## config.mk

```make
export PLATFORM = sky130hd
export DESIGN_NAME = alu_issue
export DESIGN_NICKNAME = d
export VERILOG_FILES = /design/src/rtl/alu_issue.sv
export SDC_FILE = /design/constraint.sdc
export NUM_CORES = 1
export LEC_CHECK = 0
export ABC_AREA = 1
export BUFFER_PORTS_ARGS = -buffer_cell sky130_fd_sc_hd__buf_2
export CORE_MARGIN = 5
export CORE_UTILIZATION = 47
export CTS_CLUSTER_DIAMETER = 150
export DETAILED_ROUTE_END_ITERATION = 6
export MAX_ROUTING_LAYER = met4
export PLACE_DENSITY = 0.81
export SYNTH_ARGS = -nofsm -noshare
export SYNTH_HDL_FRONTEND = slang
export SYNTH_SLANG_ARGS = --single-unit
```

## constraint.sdc

```tcl
create_clock -name clk -period 1.6 [get_ports clk]
set_clock_uncertainty 0.1 [all_clocks]
set_input_delay 0.24 -clock clk [delete_from_list [all_inputs] [get_ports clk]]
set_output_delay 0.24 -clock clk [all_outputs]
set_load 0.05 [all_outputs]
```

## src/rtl/alu_issue.sv

```systemverilog
// RV32I ALU issue stage: decodes one instruction into ALU operands/op code and registers it behind a valid/ready handshake.
// Optional macro ALU_ISSUE_SKID_EN selects a 2-entry skid buffer with a registered in_ready.
module alu_issue (
  input  logic        clk,
  input  logic        rst_n,
  input  logic        in_valid,
  output logic        in_ready,
  input  logic [31:0] in_instr,
  input  logic [31:0] in_pc,
  input  logic [31:0] in_rs1_data,
  input  logic [31:0] in_rs2_data,
  output logic        out_valid,
  input  logic        out_ready,
  output logic [31:0] out_a,
  output logic [31:0] out_b,
  output logic [3:0]  out_alu_control,
  output logic [4:0]  out_rd,
  output logic        out_illegal
);

  // Handshake: a transfer happens on a rising edge where valid & ready are both 1;
  // a producer holding valid keeps its payload stable until that transfer.

  localparam logic [3:0] ALU_ADD  = 4'b0000;
  localparam logic [3:0] ALU_SUB  = 4'b0001;
  localparam logic [3:0] ALU_AND  = 4'b0010;
  localparam logic [3:0] ALU_OR   = 4'b0011;
  localparam logic [3:0] ALU_XOR  = 4'b0100;
  localparam logic [3:0] ALU_SLL  = 4'b0101;
  localparam logic [3:0] ALU_SRL  = 4'b0110;
  localparam logic [3:0] ALU_SRA  = 4'b0111;
  localparam logic [3:0] ALU_SLT  = 4'b1000;
  localparam logic [3:0] ALU_SLTU = 4'b1001;

  localparam logic [6:0] OP_R      = 7'b0110011;
  localparam logic [6:0] OP_IMM    = 7'b0010011;
  localparam logic [6:0] OP_LUI    = 7'b0110111;
  localparam logic [6:0] OP_AUIPC  = 7'b0010111;
  localparam logic [6:0] OP_LOAD   = 7'b0000011;
  localparam logic [6:0] OP_STORE  = 7'b0100011;
  localparam logic [6:0] OP_BRANCH = 7'b1100011;

  localparam logic [6:0] F7_ZERO = 7'b0000000;
  localparam logic [6:0] F7_ALT  = 7'b0100000;

  typedef struct packed {
    logic [31:0] a;
    logic [31:0] b;
    logic [3:0]  ctrl;
    logic [4:0]  rd;
    logic        illegal;
  } issue_t;

  issue_t      dec;
  issue_t      out_q;
  logic        out_valid_q;
  logic        in_xfer;
  logic        out_xfer;

  logic [6:0]  opcode;
  logic [2:0]  funct3;
  logic [6:0]  funct7;
  logic [31:0] imm_i;
  logic [31:0] imm_s;
  logic [31:0] imm_u;
  logic [31:0] shamt;
  logic        unused_rs1_idx;

  assign opcode = in_instr[6:0];
  assign funct3 = in_instr[14:12];
  assign funct7 = in_instr[31:25];
  assign imm_i  = {{20{in_instr[31]}}, in_instr[31:20]};
  assign imm_s  = {{20{in_instr[31]}}, in_instr[31:25], in_instr[11:7]};
  assign imm_u  = {in_instr[31:12], 12'b0};
  assign shamt  = {27'b0, in_instr[24:20]};
  assign unused_rs1_idx = ^in_instr[19:15];

  always_comb begin
    dec         = '0;
    dec.rd      = in_instr[11:7];
    dec.ctrl    = ALU_ADD;
    dec.illegal = 1'b0;
    case (opcode)
      OP_R: begin
        dec.a = in_rs1_data;
        dec.b = in_rs2_data;
        if (funct7 == F7_ZERO) begin
          case (funct3)
            3'b000:  dec.ctrl = ALU_ADD;
            3'b001:  dec.ctrl = ALU_SLL;
            3'b010:  dec.ctrl = ALU_SLT;
            3'b011:  dec.ctrl = ALU_SLTU;
            3'b100:  dec.ctrl = ALU_XOR;
            3'b101:  dec.ctrl = ALU_SRL;
            3'b110:  dec.ctrl = ALU_OR;
            default: dec.ctrl = ALU_AND;
          endcase
        end else if (funct7 == F7_ALT && funct3 == 3'b000) begin
          dec.ctrl = ALU_SUB;
        end else if (funct7 == F7_ALT && funct3 == 3'b101) begin
          dec.ctrl = ALU_SRA;
        end else begin
          dec.illegal = 1'b1;
        end
      end
      OP_IMM: begin
        dec.a = in_rs1_data;
        dec.b = imm_i;
        case (funct3)
          3'b000:  dec.ctrl = ALU_ADD;
          3'b010:  dec.ctrl = ALU_SLT;
          3'b011:  dec.ctrl = ALU_SLTU;
          3'b100:  dec.ctrl = ALU_XOR;
          3'b110:  dec.ctrl = ALU_OR;
          3'b111:  dec.ctrl = ALU_AND;
          3'b001: begin
            dec.b       = shamt;
            dec.ctrl    = ALU_SLL;
            dec.illegal = (funct7 != F7_ZERO);
          end
          default: begin
            dec.b       = shamt;
            dec.ctrl    = (funct7 == F7_ALT) ? ALU_SRA : ALU_SRL;
            dec.illegal = (funct7 != F7_ZERO) && (funct7 != F7_ALT);
          end
        endcase
      end
      OP_LUI: begin
        dec.a = '0;
        dec.b = imm_u;
      end
      OP_AUIPC: begin
        dec.a = in_pc;
        dec.b = imm_u;
      end
      OP_LOAD: begin
        dec.a = in_rs1_data;
        dec.b = imm_i;
      end
      OP_STORE: begin
        dec.a = in_rs1_data;
        dec.b = imm_s;
      end
      OP_BRANCH: begin
        dec.a = in_rs1_data;
        dec.b = in_rs2_data;
        case (funct3)
          3'b000, 3'b001: dec.ctrl = ALU_SUB;
          3'b100, 3'b101: dec.ctrl = ALU_SLT;
          3'b110, 3'b111: dec.ctrl = ALU_SLTU;
          default:        dec.illegal = 1'b1;
        endcase
      end
      default: dec.illegal = 1'b1;
    endcase
    // Illegal instructions still issue, but as a harmless 0 + 0.
    if (dec.illegal) begin
      dec.a    = '0;
      dec.b    = '0;
      dec.ctrl = ALU_ADD;
    end
  end

  assign in_xfer  = in_valid & in_ready;
  assign out_xfer = out_valid_q & out_ready;

`ifdef ALU_ISSUE_SKID_EN
  issue_t skid_q;
  logic   skid_full;

  // Registered ready: the second entry absorbs the one transfer accepted after out_ready drops.
  assign in_ready = !skid_full;

  always_ff @(posedge clk or negedge rst_n) begin
    if (!rst_n) begin
      out_q       <= '0;
      out_valid_q <= 1'b0;
      skid_q      <= '0;
      skid_full   <= 1'b0;
    end else if (skid_full) begin
      if (out_xfer) begin
        out_q     <= skid_q;
        skid_full <= 1'b0;
      end
    end else if (in_xfer) begin
      if (!out_valid_q || out_xfer) begin
        out_q       <= dec;
        out_valid_q <= 1'b1;
      end else begin
        skid_q    <= dec;
        skid_full <= 1'b1;
      end
    end else if (out_xfer) begin
      out_valid_q <= 1'b0;
    end
  end
`else
  assign in_ready = !out_valid_q | out_ready;

  always_ff @(posedge clk or negedge rst_n) begin
    if (!rst_n) begin
      out_q       <= '0;
      out_valid_q <= 1'b0;
    end else if (in_xfer) begin
      out_q       <= dec;
      out_valid_q <= 1'b1;
    end else if (out_xfer) begin
      out_valid_q <= 1'b0;
    end
  end
`endif

  assign out_valid       = out_valid_q;
  assign out_a           = out_q.a;
  assign out_b           = out_q.b;
  assign out_alu_control = out_q.ctrl;
  assign out_rd          = out_q.rd;
  assign out_illegal     = out_q.illegal;

endmodule

```

== Word level (Yosys, flattened, before mapping) ==
Cells that the tools add are included.
Operators by class
  eq/ne operators: 16
  bitwise gates (word level): 3
  mux-type cells: 19
  reduce and logical (&&, ||, !) cells: 15
Operators with widths (count)
  64-bit case mux with 6 select lines: 1
  68-bit two-way mux: 1
  4-bit case mux with 7 select lines: 2
  32-bit two-way mux: 1
  7-bit by 6-bit == test with 1-bit output, second input constant: 4
  4-bit case mux with 3 select lines: 2
  7-bit by 5-bit == test with 1-bit output, second input constant: 2
  3-bit == test, second input constant: 4
  6-bit OR reduction: 2
  2-bit OR reduction: 4
  7-bit by 2-bit == test with 1-bit output, second input constant: 1
  7-bit == test, second input constant: 1
  7-bit zero test: 1
  1-bit two-way mux: 7
  7-bit by 6-bit inequality test with 1-bit output, second input constant: 1
  7-bit nonzero test: 1
  3-bit by 2-bit == test with 1-bit output, second input constant: 2
  3-bit two-way mux: 2
  4-bit two-way mux: 1
  1-bit case mux with 4 select lines: 1
  4-bit OR reduction: 1
  3-bit by 1-bit == test with 1-bit output, second input constant: 1
  1-bit logical AND: 3
  3-bit zero test: 1
  5 further kinds: 6
Word-level totals
  output and inout port bits: 76
  flip-flop bits (word level): 75
  word-level logic and storage cells: 59

== Depth between registers and ports, before layout ==
Gate-level depths: netlist of the first run.
  word-level depth: 7
  gate-level depth with buffers: 13
  mapped depth without buffers: 12

== Worst setup path before layout of the first run ==
Ideal clock, no wire load.
  kind: register to register
  from: register out_valid_q, in the netlist out_valid
  to: register out_q, in the netlist out_rd[4]
  required time: 1367 ps
  stages on the path, launching flop included: 6
  setup slack: -673 ps
  arrival: 2040 ps
  path buffers: 2
  clock period less this slack: 2273 ps
  path through: dfrtp_1 > nand2_1 > nand2_1 > clkbuf_1 > buf_1 > o21ai_0
Between the ends
  longest elaborated chain between the ends: 3
Ends and longest elaborated chain
  start, declared: RTL line 56  | logic out_valid_q;
  start signal, assigned: RTL line 203  | out_valid_q <= 1'b0;
  start signal, assigned: RTL line 206  | out_valid_q <= 1'b1;
  start signal, assigned: RTL line 208  | out_valid_q <= 1'b0;
  1-bit zero test: RTL line 198  | assign in_ready = !out_valid_q | out_ready;
  1-bit OR: RTL line 198
  named net in_ready: RTL line 7  | output logic in_ready,
  1-bit bitwise AND: RTL line 164  | assign in_xfer = in_valid & in_ready;
  end signal, assigned: RTL line 202  | out_q <= '0;
  end signal, assigned: RTL line 205  | out_q <= dec;
  end, declared: RTL line 55  | issue_t out_q;
The timed path passes the listed nets, and every way through them passes these cells.
A chain may end at the register's enable or synchronous reset.

== Worst setup path after layout of the first run ==
  from: input in_instr[3]
  to: register out_q, in the netlist out_b[4]
Between the ends
  longest elaborated chain between the ends: 4
  elaborated cells on any way between the ends: 12
  classes of those cells: eq/ne: 7; mux: 3; reduce/logical: 2
Ends and longest elaborated chain
  start, declared: RTL line 8  | input logic [31:0] in_instr,
  7-bit by 6-bit == test with 1-bit output, or another cell as far along: RTL line 83  | case (opcode)
  4-bit OR reduction (no line) / 2-bit OR reduction (equally long branches)
  1-bit case mux with 4 select lines / 64-bit case mux with 6 select lines (equally long branches): RTL line 83
  68-bit two-way mux *: RTL line 157  | if (dec.illegal) begin
Every way passes the cells marked *; elsewhere a longest branch is shown, timed or not.

==> metrics.txt, run 1 <==
status=finished, final reports clean; Fillers=around 810; Main synth FF type=dfrtp_1; Simple-Gate Fraction of Synth Area=0.381; Area Growth Syn to Fin=42.5%; crit path time final=1520 ps; die width=107 µm; Max stage delay cell, worst path=buf_4; vias=5419; Startpoint Class=primary input; total grt overflow=0; worst hold margin=around 45 ps; area of the multi-input gates=around 0.0023 mm²; Synth Area in Adders=0.0112; Avg Cell Area, Syn=6.81 µm²; Total Routing Usage GR=0.276; synth warn=0; Crit path largest cell delay=about 230 ps; H-Tree Depth=3; 1st-pass router iterations=5; DR WL/cell=15.4 µm; Lkg Pwr=3.55 nW; area leader, netlist=dfrtp_1; complex-gate fraction of the synthesized area=0.125; Routed Antenna Nets=0; Post-layout nets=1036; post-synthesis xor/xnor area fraction=0; die height=107 µm; max-cap violations=0; Die ar.=roughly 0.012 mm²; CTS tree=built; # setup viols final=0; worst-path fanout max=16; vias per inst=5.24; Synth area leaders=dfrtp_1 (42%), nand2_1 (23%), nand3_1 (12%); Post-Synthesis Cells=654; post-synthesis mux area share=0; Mapped Nets=790; layout cells sized above 1=0.340; worst vdd ir=0.495 mV; Final Wtd Congestion=0.903; row count=35; non-filler cells, final=a little over 1000; Hold Vio Cnt, Final=0; Post-synth EDFFs=0; worst-path cell chain=buf_2 > nor2_1 > buf_4 > nand3_1 > buf_4 > a21oi_2 > buf_4 > nand2_1 > o211ai_1 > nand2_1 > o21ai_1; PortBufs=between 200 and 250; clk buf depth=2; drt total wl=15900 µm; Syn Std Cell Area=0.00445 mm²; main combinational cell family by area after synthesis=simple AND/OR/NAND/NOR gates; synthesis-stage register bit count=75; latest clock arrival within the worst-skew pair=350 ps; CTS sink count=75; IO Pins=about 210; Post-synth ARST share=1.00; starting density of the core=0.482; most common cell in the netlist=nand2_1; vias in the first global route=about 5300; largest net degree at the start of global routing=41; Clock Pin Slew Worst Setup and Hold Paths=70 ps; FF+latch area=0.00188 mm²; post-synthesis cell type count=23; detailed placer's ending HPWL=12100 µm; clk root buf=clkbuf_8; Placed Cells=1013; Fmax=659 MHz; fin crit share=0.948; top-area cell type share of the netlist area=0.422; measured slew at the worst slew-check pin=about 330 ps; RSZ-0062 raised after global routing=false; register area share after synthesis=0.422; Post-route DRC=0; CP required=about 1800 ps; critical path type=in2reg; Most common cell on crit path=buf_4; Slew HR=0.781; Core ar.=0.00924 mm²; CTS Buf Count=9; Crit. End Element=flip-flop; Max Transition Viols Final=0; initial DRC count=between 400 and 500; commonest cells in the netlist=nand2_1 (277), nand3_1 (107), dfrtp_1 (75), o21ai_1 (65); power density over the cells=around 650 mW/mm²; initial antenna violation count=1; first-pass GRT wire length=24800 µm; Critical Path AT=1680 ps; HP Class=in2reg
[worst max-delay path: cells and delay by family]
family | cells | cell delay (ps)
AND/OR/NAND/NOR | 4 | 440
AO/OA/AOI/OAI | 3 | 340
buffers and inverters | 4 | 650
[path summary, 6_finish.rpt]
check,depth (start not counted),from,to,slack (ps)
worst max-delay path,11,in_instr[3],out_b[4]$_DFFE_PN0P_,80
worst min-delay path,3,in_instr[7],out_rd[0]$_DFFE_PN0P_,50
worst max register to register,7,out_valid$_DFFE_PN0P_,out_b[28]$_DFFE_PN0P_,120
worst min register to register,2,out_rd[3]$_DFFE_PN0P_,out_rd[3]$_DFFE_PN0P_,390
max in group asynchronous,3,rst_n,out_a[1]$_DFFE_PN0P_,640
min in group asynchronous,2,rst_n,out_b[17]$_DFFE_PN0P_,220
[registers in the layout, summed over array words and instances, names as in the netlist]
signal           count
out_illegal          1
out_b               32
out_rd               5
out_valid            1
out_alu_control      4
out_a               32
[layer usage]
metal | part of all wire | vias to the layer above | track usage | wire, µm
met5 | 0 | - | - | 0
li1 | - | 2617 | - | -
met2 | 0.49 | 253 | 0.439 | 7860
met1 | 0.40 | 2512 | 0.354 | 6330
met4 | 0.029 | 0 | 0.119 | 465
met3 | 0.079 | 37 | 0.0384 | 1260
[cells in the final DEF (no fill, tap or decap), drive strengths merged]
cell type | synthesis | routed
nand2 | 278 | 278
buf | 22 | 276
nand3 | 108 | 108
dfrtp | 75 | 75
o21ai | 72 | 72
nor2 | 23 | 23
inv | 22 | 22
a21boi | 19 | 19
clkbuf | 21 | 12
a21oi | 5 | 5
clkinv | 1 | 5
ha | 4 | 4
o211ai | 2 | 2
diode | 0 | 1
nor2b | 1 | 1
nand4 | 1 | 1
bufinv | 0 | 1
dlygate4sd3 | 0 | 1
[layout make-up]
| cell class | instances | share of cell area |
|---|---|---|
| clock inverter | 5 | 0.00849 |
| antenna | 1 | 0.000395 |
| timing repair buffer | 278 | 0.264 |
| sequential | 75 | 0.296 |
| inverter | 23 | 0.0136 |
| clock buffer | 11 | 0.0223 |
| multi-input combinational | 513 | 0.369 |
| tap | 129 | 0.0255 |
[power by group]
group	switching, W	internal [W]
logic	0.000454	0.000276
clock network	0.000717	0.000759
registers	0.0000169	0.00192
total	0.00119	0.00295
[stage by stage]
stage               utilization  power [W]  area, µm²  worst slack [ps]  setup TNS (ps)
detailed placement        0.657    0.00269       6070              -235          -12470
global route              0.686    0.00434       6340              16.0               0
global placement          0.657    0.00267       6070              -165          -10340
CTS                       0.679    0.00416       6280              58.5               0
finish                    0.686    0.00414       6340              82.6               0
floorplan                     -    0.00229       4470              37.6               0
[timing repair]
item	in CTS	in global routing
hold buffers	1	0
resized for setup	0	2
setup endpoints to repair	0	35
hold endpoints to repair	75	0
buffers inserted	0	2
[logic make-up (layout without fill, tap and decap cells)]
family	count (synthesis)	count (layout)
other	0	1
buffers and inverters	66	317
AOI/OAI and AO/OA	98	98
and+or+nand+nor	411	411
adders and majority gates	4	4
DFF	75	75
Note: power is estimated with default switching activity, not from simulation.
==> run 2: changes to the inputs <==
--- a/config.mk
+++ b/config.mk
@@ -8,11 +8,12 @@
 export ABC_AREA = 1
 export BUFFER_PORTS_ARGS = -buffer_cell sky130_fd_sc_hd__buf_2
 export CORE_MARGIN = 5
-export CORE_UTILIZATION = 47
+export CORE_UTILIZATION = 49
+export CTS_BUF_LIST = sky130_fd_sc_hd__clkbuf_4
 export CTS_CLUSTER_DIAMETER = 150
 export DETAILED_ROUTE_END_ITERATION = 6
 export MAX_ROUTING_LAYER = met4
-export PLACE_DENSITY = 0.81
+export PLACE_DENSITY = 0.84
 export SYNTH_ARGS = -nofsm -noshare
 export SYNTH_HDL_FRONTEND = slang
 export SYNTH_SLANG_ARGS = --single-unit
==> run 2 against run 1 <==
Net effect: hold slack improved by 16 ps; via count increased by 1.9%; routed wire length increased by 0.75%; non-clock buffer count decreased by 3; flip-flop and latch count unchanged; utilization increased by 3.0 points; critical path depth decreased by 9; maximum frequency decreased by 1.8%; sequential share of layout area increased by 0.15 points.
==> metrics.txt, run 2 (synthesis results as in run 1) <==
latest clock arrival within the worst-skew pair=410 ps (was 350 ps); reg2reg setup slack=100 ps (was 120 ps); power density over the cells=639 mW/mm² (was 653 mW/mm²); HP Class=in2reg (unchanged); worst hold margin=61.5 ps (was 45.5 ps); total grt overflow=0 (unchanged); largest net degree at the start of global routing=52 (was 41); starting density of the core=0.505 (was 0.482); RSZ-0062 raised after global routing=true (was false); initial DRC count=349 (was 493); Clock Pin Slew Worst Setup and Hold Paths=130 ps (was 70 ps); initial antenna violation count=1 (unchanged); most common cell after layout, fill and taps aside=nand2_1 (unchanged); Routed Antenna Nets=0 (unchanged); first-pass GRT wire length=24900 µm (was 24800 µm); Crit. End Element=primary output (was flip-flop); Post-route DRC=0 (unchanged); H-Tree Depth=3 (unchanged); vias=5520 (was 5419); Post-layout nets=1033 (was 1036); crit path time final=1550 ps (was 1520 ps); clk buf depth=2 (unchanged); final instance area=0.00631 mm² (was 0.00634 mm²); fin crit share=0.966 (was 0.948); worst vdd ir=0.480 mV (was 0.495 mV); die width=105 µm (was 107 µm); Lkg Pwr=3.52 nW (was 3.55 nW); Die ar.=0.0111 mm² (was 0.0115 mm²); Total Routing Usage GR=0.281 (was 0.276); Critical Path AT=1210 ps (was 1680 ps); worst-path fanout max=3 (was 16); clk root buf=clkbuf_4 (was clkbuf_8); dpl cell area=0.00597 mm² (was 0.00607 mm²); Max Transition Viols Final=0 (unchanged); RR Startpoint=out_valid$_DFFE_PN0P_ (unchanged); die height=105 µm (was 107 µm); post-layout util=0.716 (was 0.686); worst-path cell chain=nand2_8 > clkbuf_4 (was buf_2 > nor2_1 > buf_4 > nand3_1 > buf_4 > a21oi_2 > buf_4 > nand2_1 > o211ai_1 > nand2_1 > o21ai_1); Fmax=647 MHz (was 659 MHz); detailed placer's ending HPWL=11900 µm (was 12100 µm); Final Wtd Congestion=0.941 (was 0.903); DR WL/cell=15.9 µm (was 15.4 µm); CP Launch Point=out_valid$_DFFE_PN0P_ (was in_instr[3]); vias in the first global route=5371 (was 5274); layout cells sized above 1=0.331 (was 0.340); commonest cells after routing, fill and taps aside=nand2_1 (275), buf_2 (205), nand3_1 (107) (was nand2_1 (275), buf_2 (206), nand3_1 (107)); CTS sink count=75 (unchanged); Startpoint Class=flip-flop (was primary input); row count=34 (was 35); IO Pins=208 (unchanged); critical path type=reg2out (was in2reg); # setup viols final=0 (unchanged); max-cap violations=0 (unchanged); Slew HR=0.699 (was 0.781); status=finished, final reports clean (unchanged); CTS Buf Count=9 (unchanged); Area Growth Syn to Fin=41.7% (was 42.5%); CTS tree=built (unchanged); Core ar.=0.00881 mm² (was 0.00924 mm²); Crit path largest cell delay=470 ps (was 230 ps); Worst Hold Launch=in_rs2_data[5] (was in_instr[7]); CP required=1260 ps (was 1760 ps); Hold Vio Cnt, Final=0 (unchanged); 1st-pass router iterations=5 (unchanged); drt total wl=16000 µm (was 15900 µm); Max stage delay cell, worst path=dfrtp_2 (was buf_4); vias per inst=5.46 (was 5.24); PortBufs=207 (unchanged); measured slew at the worst slew-check pin=451 ps (was 328 ps)
-- run 2: what timing repair did --
action	4_1_cts	5_1_grt
endpoints found under the hold margin	34	0
gates resized for setup	0	4
setup buffers	0	1
hold buffers	7	0
endpoints found under the setup margin	0	11
-- run 2: metrics by stage --
stage	power, W	TNS (ps)	setup slack, ps	cells
6_report	0.00403	0	54.6	1011
3_3_place_gp	0.00266	-8890	-146	983
3_5_place_dp	0.00268	-14600	-251	983
4_1_cts	0.00404	0	4.12	1006
2_1_floorplan	0.00229	0	37.6	654
5_1_grt	0.00420	-13.0	-13.0	1011
-- run 2: routing by layer --
layer	global-route usage	vias to the layer above	routed length (µm)
met5	-	-	0
met4	0.114	0	527
li1	-	2623	-
met2	0.464	271	7900
met1	0.346	2573	6380
met3	0.0403	53	1230
-- run 2: cell type report --
cell class,count,area (µm²)
Fill cell,733,2500
Antenna cell,1,2.50
Multi-Input combinational cell,513,2340
Sequential cell,75,1880
Tap cell,108,135
Clock buffer,10,75.1
Clock inverter,6,88.8
Inverter,23,86.3
Timing Repair Buffer,275,1700
-- run 2: power breakdown --
group	internal, W	total [W]	switching [W]
Combinational	0.000285	0.000744	0.000459
Clock	0.000655	0.00135	0.000695
Sequential	0.00192	0.00194	0.0000191
Total	0.00286	0.00403	0.00117
-- run 2: path summary, 6_finish.rpt --
path	to	cells after the start
setup / recovery	in_ready	2
hold / removal	out_b[5]$_DFFE_PN0P_	5
setup reg to reg	out_b[4]$_DFFE_PN0P_	7
hold reg to reg	out_b[3]$_DFFE_PN0P_	2
max in group asynchronous	out_rd[4]$_DFFE_PN0P_	3
min in group asynchronous	out_b[27]$_DFFE_PN0P_	2
-- run 2: worst max-delay path, delay by kind of cell (launching register included) --
kind / cells / cell delay (ps)
flops: 1 / 470
buf+inv: 1 / 220
simple gates: 1 / 90
==> run 3: changes to the inputs <==
--- a/config.mk
+++ b/config.mk
@@ -7,7 +7,7 @@
 export LEC_CHECK = 0
 export ABC_AREA = 1
 export BUFFER_PORTS_ARGS = -buffer_cell sky130_fd_sc_hd__buf_2
-export CORE_MARGIN = 5
+export CORE_MARGIN = 1
 export CORE_UTILIZATION = 49
 export CTS_BUF_LIST = sky130_fd_sc_hd__clkbuf_4
 export CTS_CLUSTER_DIAMETER = 150
==> constraint.sdc (replaced) <==
create_clock -name clk -period 1.7 [get_ports clk]
set_clock_uncertainty 0.1 [all_clocks]
set_input_delay 0.255 -clock clk [delete_from_list [all_inputs] [get_ports clk]]
set_output_delay 0.255 -clock clk [all_outputs]
set_load 0.05 [all_outputs]
==> run 3 against run 2 <==
Net effect: sequential share of layout area grew 0.93 points; via count shrank 2.7%; power shrank 7.2%; hold slack lost 35 ps; global-route usage grew 3.7 points; routed wire length shrank 9.7%; non-clock buffer count shrank 14; register-to-register slack gained 170 ps; clock power shrank 7%; largest cell class unchanged; utilization shrank 1.8 points; design area shrank 3.0%.
==> metrics.txt, run 3 (synthesis results as in run 1) <==
vias in the first global route=5110 (was 5371); worst-path cell chain=dlygate4sd3_1 > buf_2 > inv_1 > nand2_4 > buf_2 (was nand2_8 > clkbuf_4); worst hold margin=26.5 ps (was 61.5 ps); total grt overflow=0 (unchanged); critical path type=in2out (was reg2out); vias per inst=5.39 (was 5.46); Most common cell on crit path=buf_2; Placed Cells=974 (was 983); H-Tree Depth=3 (unchanged); Lkg Pwr=3.44 nW (was 3.52 nW); DR WL/cell=14.5 µm (was 15.9 µm); row count=34 (unchanged); die width=97.3 µm (was 105 µm); CTS sink count=75 (unchanged); Fmax=around 630 MHz; CTS tree=built (unchanged); IO Pins=208 (unchanged); # setup viols final=0 (unchanged); critical path's top delay family=buffers and inverters (was flip-flops); measured slew at the worst slew-check pin=345 ps (was 451 ps); Clock Pin Slew Worst Setup and Hold Paths=120 ps (was 130 ps); vias=5369 (was 5520); Post-layout nets=1019 (was 1033); Buf/Inv on CP=4 (was 1); Die ar.=0.00947 mm² (was 0.0111 mm²); worst-path fanout max=3 (unchanged); detailed placer's ending HPWL=11000 µm (was 11900 µm); commonest cells after routing, fill and taps aside=nand2_1 (275), buf_2 (206), nand3_1 (107) (was nand2_1 (275), buf_2 (205), nand3_1 (107)); max-cap violations=0 (unchanged); layout cells sized above 1=0.322 (was 0.331); first-pass GRT wire length=23700 µm (was 24900 µm); crit path time final=1600 ps; Final Wtd Congestion=0.955 (was 0.941); Hold Vio Cnt, Final=0 (unchanged); HP Class=in2reg (unchanged); Post-route DRC=0 (unchanged); largest net degree at the start of global routing=40 (was 52); clk buf depth=2 (unchanged); Area Growth Syn to Fin=37.4% (was 41.7%); Startpoint Class=primary input (was flip-flop); drt total wl=14500 µm (was 16000 µm); Critical Path AT=1240 ps (was 1210 ps); CTS Buf Count=9 (unchanged); RSZ-0062 raised after global routing=false (was true); non-filler cells, final=996 (was 1011); fin crit share=0.939; starting density of the core=0.508 (was 0.505); PortBufs=207 (unchanged); Post-CTS Setup Repair Bufs=0 (unchanged); most common cell after layout, fill and taps aside=nand2_1 (unchanged); Crit. End Element=primary output (unchanged); Slew HR=0.770 (was 0.699); Core ar.=0.00876 mm² (was 0.00881 mm²); Total Routing Usage GR=0.317 (was 0.281); status=finished, final reports clean (unchanged); initial antenna violation count=0 (was 1); power density over the cells=612 mW/mm² (was 639 mW/mm²); Max Transition Viols Final=0 (unchanged); 1st-pass router iterations=7 (was 5); CP required=1340 ps (was 1260 ps); Max stage delay cell, worst path=dlygate4sd3_1 (was dfrtp_2); initial DRC count=308 (was 349); clk root buf=clkbuf_4 (unchanged); die height=97.3 µm (was 105 µm); latest clock arrival within the worst-skew pair=410 ps (about the same); Crit path largest cell delay=530 ps (was 470 ps); ANT cells=0 (was 1); worst vdd ir=0.398 mV (was 0.480 mV); Routed Antenna Nets=0 (unchanged); reg2reg setup slack=270 ps (was 100 ps)
-- run 3: repair_timing --
action	CTS	global route
gates resized for setup	0	0
hold buffers	6	0
endpoints found under the hold margin	80	0
-- run 3: path summary, 6_finish.rpt --
check / from / end / depth (start not counted)
min in group asynchronous: rst_n / out_a[12]$_DFFE_PN0P_ / 2
max: out_ready / in_ready / 5
max in group asynchronous: rst_n / out_alu_control[3]$_DFFE_PN0P_ / 3
min reg2reg: out_rd[4]$_DFFE_PN0P_ / out_rd[4]$_DFFE_PN0P_ / 2
max reg2reg: out_valid$_DFFE_PN0P_ / out_a[1]$_DFFE_PN0P_ / 6
min: in_instr[11] / out_rd[4]$_DFFE_PN0P_ / 3
-- run 3: cell type report --
type | count | area, µm²
fillers | 740 | 2650
multi-input cells | 513 | 2320
flip-flops and latches | 75 | 1880
repair buffers | 261 | 1530
well taps | 108 | 135
clock inverters | 7 | 91.3
inverters | 23 | 86.3
clock buffers | 9 | 67.6
-- run 3: where the power goes --
group	internal, W	switching [W]
Clock	0.000595	0.000667
Sequential	0.00181	0.0000152
Combinational	0.000243	0.000417
Total	0.00264	0.00110
-- run 3: metal layers --
metal	vias to the layer above	GRT usage	share of wire
met3	32	0.0432	0.066
met2	233	0.529	0.51
li1	2594	-	-
met1	2510	0.399	0.40
met5	-	-	0
met4	0	0.112	0.022
-- run 3: through the flow --
stage | area [µm²] | utilization | setup TNS (ps) | total power [W] | worst slack (ps)
final | 6120 | 0.698 | 0 | 0.00374 | 104
after global routing | 6120 | 0.698 | 0 | 0.00391 | 74.8
after CTS | 6120 | 0.698 | 0 | 0.00375 | 105
after detailed placement | 5900 | 0.673 | -4390 | 0.00250 | -104
after global placement | 5900 | 0.673 | -2100 | 0.00248 | -53.6
after floorplan | 4460 | - | 0 | 0.00215 | 33.9
-- run 3: worst reg2reg max path, delay by kind of cell, from the launching register on --
kind,cells,cell delay (ps)
buffers and inverters,1,220
flip-flops,1,440
AND/OR/NAND/NOR,3,250
AO/OA/AOI/OAI,2,330
